===== src/rtl/l2_bank_ctrl.sv =====
// Per-bank L2 controller: 1-cycle SRAM access, RD_LATENCY response pipe, power-gating FSM.
// Optional drop counter is enabled by defining L2_BANK_DROP_CNT_EN.
module l2_bank_ctrl #(
  parameter int ADDR_MEM_WIDTH = 12,
  parameter int DATA_WIDTH     = 64,
  parameter int BE_WIDTH       = DATA_WIDTH / 8,
  parameter int ID_WIDTH       = 9,
  parameter int RD_LATENCY     = 1,
  parameter int WAKE_CYCLES    = 4
) (
  input  logic                      clk,
  input  logic                      rst,
  input  logic                      data_req_i,
  input  logic [ADDR_MEM_WIDTH-1:0] data_add_i,
  input  logic                      data_wen_i,
  input  logic [DATA_WIDTH-1:0]     data_wdata_i,
  input  logic [BE_WIDTH-1:0]       data_be_i,
  input  logic [ID_WIDTH-1:0]       data_ID_i,
  output logic                      data_r_valid_o,
  output logic [DATA_WIDTH-1:0]     data_r_rdata_o,
  output logic [ID_WIDTH-1:0]       data_r_ID_o,
  output logic                      mem_csn_o,
  output logic                      mem_wen_o,
  output logic [ADDR_MEM_WIDTH-1:0] mem_add_o,
  output logic [DATA_WIDTH-1:0]     mem_wdata_o,
  output logic [BE_WIDTH-1:0]       mem_be_o,
  input  logic [DATA_WIDTH-1:0]     mem_rdata_i,
  output logic                      mem_pwr_en_o,
  input  logic                      sleep_req_i,
  output logic                      sleep_ack_o,
  output logic [15:0]               drop_cnt_o
);

  typedef enum logic [1:0] {ACTIVE, DRAIN, SLEEP, WAKE} state_t;

  localparam logic [7:0] WAKE_LAST = 8'(WAKE_CYCLES - 1);

  state_t                             r_state;
  state_t                             w_nextState;
  logic [7:0]                         r_wakeCnt;
  logic                               r_sleepAck;
  logic [RD_LATENCY-1:0]              r_pipeValid;
  logic [RD_LATENCY-1:0]              r_pipeRead;
  logic [RD_LATENCY-1:0]              r_pipeDrop;
  logic [RD_LATENCY-1:0][ID_WIDTH-1:0] r_pipeId;
  logic                               w_serviced;
  logic                               w_access;
  logic                               w_drop;
  logic                               w_pipeEmpty;
  logic                               w_stage0Data;

  assign w_serviced   = (r_state == ACTIVE) || (r_state == DRAIN);
  assign w_access     = data_req_i & w_serviced & ~rst;
  assign w_drop       = data_req_i & ~w_serviced;
  assign w_pipeEmpty  = ~|r_pipeValid;
  assign w_stage0Data = r_pipeValid[0] & r_pipeRead[0] & ~r_pipeDrop[0];

  assign mem_csn_o    = ~w_access;
  assign mem_wen_o    = w_access ? data_wen_i : 1'b1;
  assign mem_add_o    = data_add_i;
  assign mem_wdata_o  = data_wdata_i;
  assign mem_be_o     = data_be_i;
  assign mem_pwr_en_o = (r_state != SLEEP);
  assign sleep_ack_o  = r_sleepAck;

  always_comb begin
    w_nextState = r_state;
    unique case (r_state)
      ACTIVE: if (sleep_req_i) w_nextState = DRAIN;
      DRAIN: begin
        if (!sleep_req_i)                   w_nextState = ACTIVE;
        else if (w_pipeEmpty && !data_req_i) w_nextState = SLEEP;
      end
      SLEEP: if (!sleep_req_i) w_nextState = WAKE;
      WAKE:  if (r_wakeCnt == WAKE_LAST) w_nextState = ACTIVE;
      default: w_nextState = ACTIVE;
    endcase
  end

  // Ack is asserted only while staying asleep, so it drops as WAKE is entered.
  always_ff @(posedge clk) begin
    if (rst) begin
      r_state    <= ACTIVE;
      r_wakeCnt  <= '0;
      r_sleepAck <= 1'b0;
    end else begin
      r_state    <= w_nextState;
      r_wakeCnt  <= (r_state == WAKE) ? r_wakeCnt + 8'd1 : 8'd0;
      r_sleepAck <= (r_state == SLEEP) && (w_nextState == SLEEP);
    end
  end

  always_ff @(posedge clk) begin
    if (rst) begin
      r_pipeValid <= '0;
      r_pipeRead  <= '0;
      r_pipeDrop  <= '0;
      r_pipeId    <= '0;
    end else begin
      r_pipeValid[0] <= data_req_i;
      r_pipeRead[0]  <= data_wen_i;
      r_pipeDrop[0]  <= w_drop;
      r_pipeId[0]    <= data_ID_i;
      for (int i = 1; i < RD_LATENCY; i++) begin
        r_pipeValid[i] <= r_pipeValid[i-1];
        r_pipeRead[i]  <= r_pipeRead[i-1];
        r_pipeDrop[i]  <= r_pipeDrop[i-1];
        r_pipeId[i]    <= r_pipeId[i-1];
      end
    end
  end

  assign data_r_valid_o = r_pipeValid[RD_LATENCY-1];
  assign data_r_ID_o    = r_pipeId[RD_LATENCY-1];

  // SRAM data arrives one cycle after access; longer latencies register it onward.
  generate
    if (RD_LATENCY == 1) begin : g_rdataComb
      assign data_r_rdata_o = w_stage0Data ? mem_rdata_i : '0;
    end else begin : g_rdataPipe
      logic [RD_LATENCY-2:0][DATA_WIDTH-1:0] r_rdataPipe;
      always_ff @(posedge clk) begin
        if (rst) begin
          r_rdataPipe <= '0;
        end else begin
          r_rdataPipe[0] <= w_stage0Data ? mem_rdata_i : '0;
          for (int i = 1; i < RD_LATENCY - 1; i++) begin
            r_rdataPipe[i] <= r_rdataPipe[i-1];
          end
        end
      end
      assign data_r_rdata_o = r_rdataPipe[RD_LATENCY-2];
    end
  endgenerate

`ifdef L2_BANK_DROP_CNT_EN
  logic [15:0] r_dropCnt;
  always_ff @(posedge clk) begin
    if (rst) begin
      r_dropCnt <= '0;
    end else if (w_drop && (r_dropCnt != 16'hFFFF)) begin
      r_dropCnt <= r_dropCnt + 16'd1;
    end
  end
  assign drop_cnt_o = r_dropCnt;
`else
  assign drop_cnt_o = '0;
`endif

endmodule


===== config.mk =====
export PLATFORM = sky130hd
export DESIGN_NAME = l2_bank_ctrl
export DESIGN_NICKNAME = d
export VERILOG_FILES = /design/src/rtl/l2_bank_ctrl.sv
export SDC_FILE = /design/constraint.sdc
export NUM_CORES = 1
export LEC_CHECK = 0
export ABC_AREA = 1
export CAP_MARGIN = 20
export CORE_AREA = 2 2 133 135
export DETAILED_ROUTE_END_ITERATION = 16
export DIE_AREA = 0 0 135 137
export GPL_ROUTABILITY_DRIVEN = 0
export GPL_TIMING_DRIVEN = 1
export HOLD_SLACK_MARGIN = 0.05
export PLACE_DENSITY = 0.47
export SLEW_MARGIN = 30
export SYNTH_ARGS = -nofsm -noshare
export SYNTH_HDL_FRONTEND = slang
export SYNTH_SLANG_ARGS = --single-unit

===== constraint.sdc =====
create_clock -name clk -period 3 [get_ports clk]
set_clock_uncertainty 0.15 [all_clocks]
set_input_delay 0.45 -clock clk [delete_from_list [all_inputs] [get_ports clk]]
set_output_delay 0.45 -clock clk [all_outputs]
set_load 0.01 [all_outputs]

# Word level (Yosys, flattened, before mapping)
# Cells that the tools add are included.
# totals
out_inout_bits	178
wordCells	39
ff_bits	23
# op_classes
reduce_logical	7
mux	8
n_bitwise	10
n_eq_ne	6
addsub	1
# op_table
cell	n
$mux 64	1
$mux 2	5
$add 8x1->8 const B	1
$eq 8x2->1 const B	1
$pmux 2 s4	1
$eq 2x2->1 const B	3
$and 1x1->1	5
$not 1->1	5
$eq 2x1->1 const B	1
$logic_and 1x1->1	2
$logic_not 1->1	2
$logic_not 2->1	1
$ne 2x2->1 const B	1
$reduce_or 2->1	1
$logic_or 1x1->1	1
$mux 1	1

# Depth between registers and ports, before layout
# logic_depth
depth_word	7
mapped_depth	8
mapped_depth_nobuf	8

# Least setup slack after synthesis
# No wires, ideal clock.
# synth_path
path_kind	register -> output
startpoint	reg r_pipeValid (netlist: data_r_valid_o)
endpoint	out data_r_rdata_o[10]
arrival_time_ns	0.926
setup_slack_ns	1.474
stages_incl_launch_ff	5
path_cell_list	dfxtp_1 > nand3b_1 > buf_4 > buf_6 > nor2_1
# synth_via
elab_chain_len	3
# synth_rtl
element	line	text
start: declaration	42	logic [RD_LATENCY-1:0] r_pipeValid;
start signal: indexed assignment	105	r_pipeValid[i] <= r_pipeValid[i-1];
$and 1x1->1 (2 in a row)	56	assign w_stage0Data = r_pipeValid[0] & r_pipeRead[0] & ~r_pipeDrop[0];
$mux 64	119	assign data_r_rdata_o = w_stage0Data ? mem_rdata_i : '0;
end: declaration	20	output logic [DATA_WIDTH-1:0] data_r_rdata_o,
# No other way between the ends.

# Worst setup path in the final report
# layout_path
startpoint	reg r_pipeValid (netlist: data_r_valid_o)
endpoint	out data_r_rdata_o[0]
# Same word-level chain as after synthesis.

==> results.sh <==
export IMPL_worstSetupPathType="reg -> out"
export IMPL_syn_area_um2=2190
export IMPL_crit_fanout=64
export IMPL_drv_cap=0
export IMPL_synthCells=351
export IMPL_dr_pass1_iters=4
export IMPL_clock_fmax_ghz=0.425
export IMPL_clockBufferDepth=2
export IMPL_num_rows=48
export IMPL_grt_pass1_vias=1674
export IMPL_synth_top_area_cell="buf_4"
export IMPL_whs_ns=0.311
export IMPL_end_kind="output port"
export IMPL_postRouteAntennaNets=0
export IMPL_dieWidth_um=135
export IMPL_antenna_cells=0
export IMPL_synth_top_cell_area_share_pct=34.6
export IMPL_ctsHoldBuffers=0
export IMPL_vias=1995
export IMPL_p_leak_nw=1.57
export IMPL_numCtsBuffers=3
export IMPL_grt_pass1_wl_um=9290
export IMPL_antenna_found_initial=0
export IMPL_nets=582
export IMPL_h_tree_depth=1
export IMPL_setup_violations_final=0
export IMPL_rsz0062_at_grt="no"
export IMPL_placed_cells=639
export IMPL_drv_slew=0
export IMPL_hpwl_um=5620
export IMPL_tns_ns=0
export IMPL_cts_tree="yes"
export IMPL_grt_max_degree=65
export IMPL_die_h_um=137
export IMPL_drt_wl_total_um=6980
export IMPL_yosysWarnings=0
export IMPL_yosysUniqueCellTypes=24
export IMPL_core_um2=17100
export IMPL_wl_per_cell_um=10.8
export IMPL_cts_setup_buffers=0
export IMPL_ys_ff_latch=23
export IMPL_clock_sinks=23
export IMPL_dieArea_um2=18500
export IMPL_synth_seq_area_share_pct=21.0
export IMPL_period_share_pct=78.4
export IMPL_drt_iter0_drc=43
export IMPL_ctsResizeCount=0
export IMPL_period_needed_ns=2.35
export IMPL_drc_errors=0
export IMPL_track_usage_pct=6.45
export IMPL_clock_latency_ns=0.25
export IMPL_arrival_ns=1.75
export IMPL_crit_required_ns=2.40
export IMPL_port_buffers=155
export IMPL_synthToLayoutAreaGrowth_pct=52.9
export IMPL_via_per_inst=3.10
export IMPL_hold_viol=0
export IMPL_power_density_nw_per_um2=250
export IMPL_initial_utilization_pct=12.9
export IMPL_critPathLaunchType="flop"
export IMPL_status="finished clean"
export IMPL_ir_drop_v=0.000237
export IMPL_yosys_top_cells_area="buf_4 (35%), dfxtp_1 (21%), nor2_1 (16%), inv_1 (15%), buf_6 (3.1%)"
export IMPL_overflow=0
export IMPL_syn_area_per_cell_um2=6.25
export IMPL_cts_root_buffer="clkbuf_16"
export IMPL_boundaryPins=340
export IMPL_final_common_cell="clkdlybuf4s50_1"
export IMPL_layout_common_cells="clkdlybuf4s50_1 (155), nor2_1 (92), inv_1 (87)"
export IMPL_hold_class="reg -> reg"
export IMPL_stdcell_count=643
export IMPL_drive_gt1_share_pct=3.35
export IMPL_clkTransAtPathRegs_ns=0.06
==> flip-flops by register name, indices dropped and copies added, names as in the netlist <==
signal and count:
r_wakeCnt 8, data_r_valid_o 1, r_pipeDrop 1, r_pipeRead 1, data_r_ID_o 9, r_state 2
sleep_ack_o 1
==> metal layers <==
metal,track usage (%),vias up,part of all wire [%]
li1,-,1000,-
met1,6.76,759,36
met2,7.90,230,36
met3,8.22,6,28
met4,0.926,0,0.42
met5,1.67,-,0
==> cell usage after synthesis <==
library cell	number
buf_4	101
a31oi_1	2
buf_2	1
nand3_2	1
nor3_1	1
nor2_4	2
nand2_2	1
nand4_1	2
ha_1	1
inv_1	87
nor2_1	92
xnor2_1	1
nand3_1	5
o21ai_0	1
nand3b_1	1
clkbuf_2	1
a21oi_1	4
o21ai_2	1
a21oi_2	1
conb_1	1
inv_2	2
nand2_1	13
buf_6	6
dfxtp_1	23
==> kinds of logic (layout without fill, tap and decap cells) <==
group                      Yosys count  count (layout)  synth area share [%]
buffers and inverters              198             250                  53.3
AOI/OAI and AO/OA                    9               9                  2.51
adders and majority gates            1               1                 0.570
other                                1              16                 0.171
and+or+nand+nor                    118             118                  22.0
DFF                                 23              23                  21.0
xor gates and xnor gates             1               1                 0.399
==> worst paths after layout <==
path	start	endpoint	slack, ns	cells past startpoint
max	data_r_valid_o$_SDFF_PP0_	data_r_rdata_o[0]	0.65	4
min	r_wakeCnt[0]$_SDFF_PP0_	r_wakeCnt[0]$_SDFF_PP0_	0.31	1
max reg2reg	r_wakeCnt[0]$_SDFF_PP0_	r_state[0]$_SDFF_PP0_	1.69	8
min reg2reg	r_wakeCnt[0]$_SDFF_PP0_	r_wakeCnt[0]$_SDFF_PP0_	0.31	1
==> per-stage QoR <==
step	power (mW)	worst slack [ns]	instance area [µm²]	util, %
global route	0.887	0.571	3350	19.7
detailed placement	0.556	0.701	3270	19.2
CTS	0.852	0.618	3350	19.7
floorplan	0.533	1.47	2250	-
finish	0.839	0.648	3350	19.7
global placement	0.556	0.710	3270	19.2
==> worst max-delay path, cell delays in order, from the launching register on <==
cell	delay (ns)
dfxtp_1	0.37
nand3b_1	0.13
buf_12	0.20
nor2_1	0.19
clkdlybuf4s50_1	0.56
==> power by group <==
| group | leakage, nW | internal, mW | total, mW | switching [mW] |
|---|---|---|---|---|
| registers | 0.189 | 0.316 | 0.323 | 0.00674 |
| logic | 1.34 | 0.143 | 0.225 | 0.0814 |
| clock network | 0.0409 | 0.179 | 0.291 | 0.112 |
==> final cells by class <==
cell class              count  area [µm²]
clock buffers               3        75.1
clock inverters             1        5.00
repair buffers            157        1580
fillers                  1958       13700
multi-input cells         145         619
well taps                 225         282
inverters                  89         334
flip-flops and latches     23         460
Note: power is estimated with default switching activity, not from simulation.
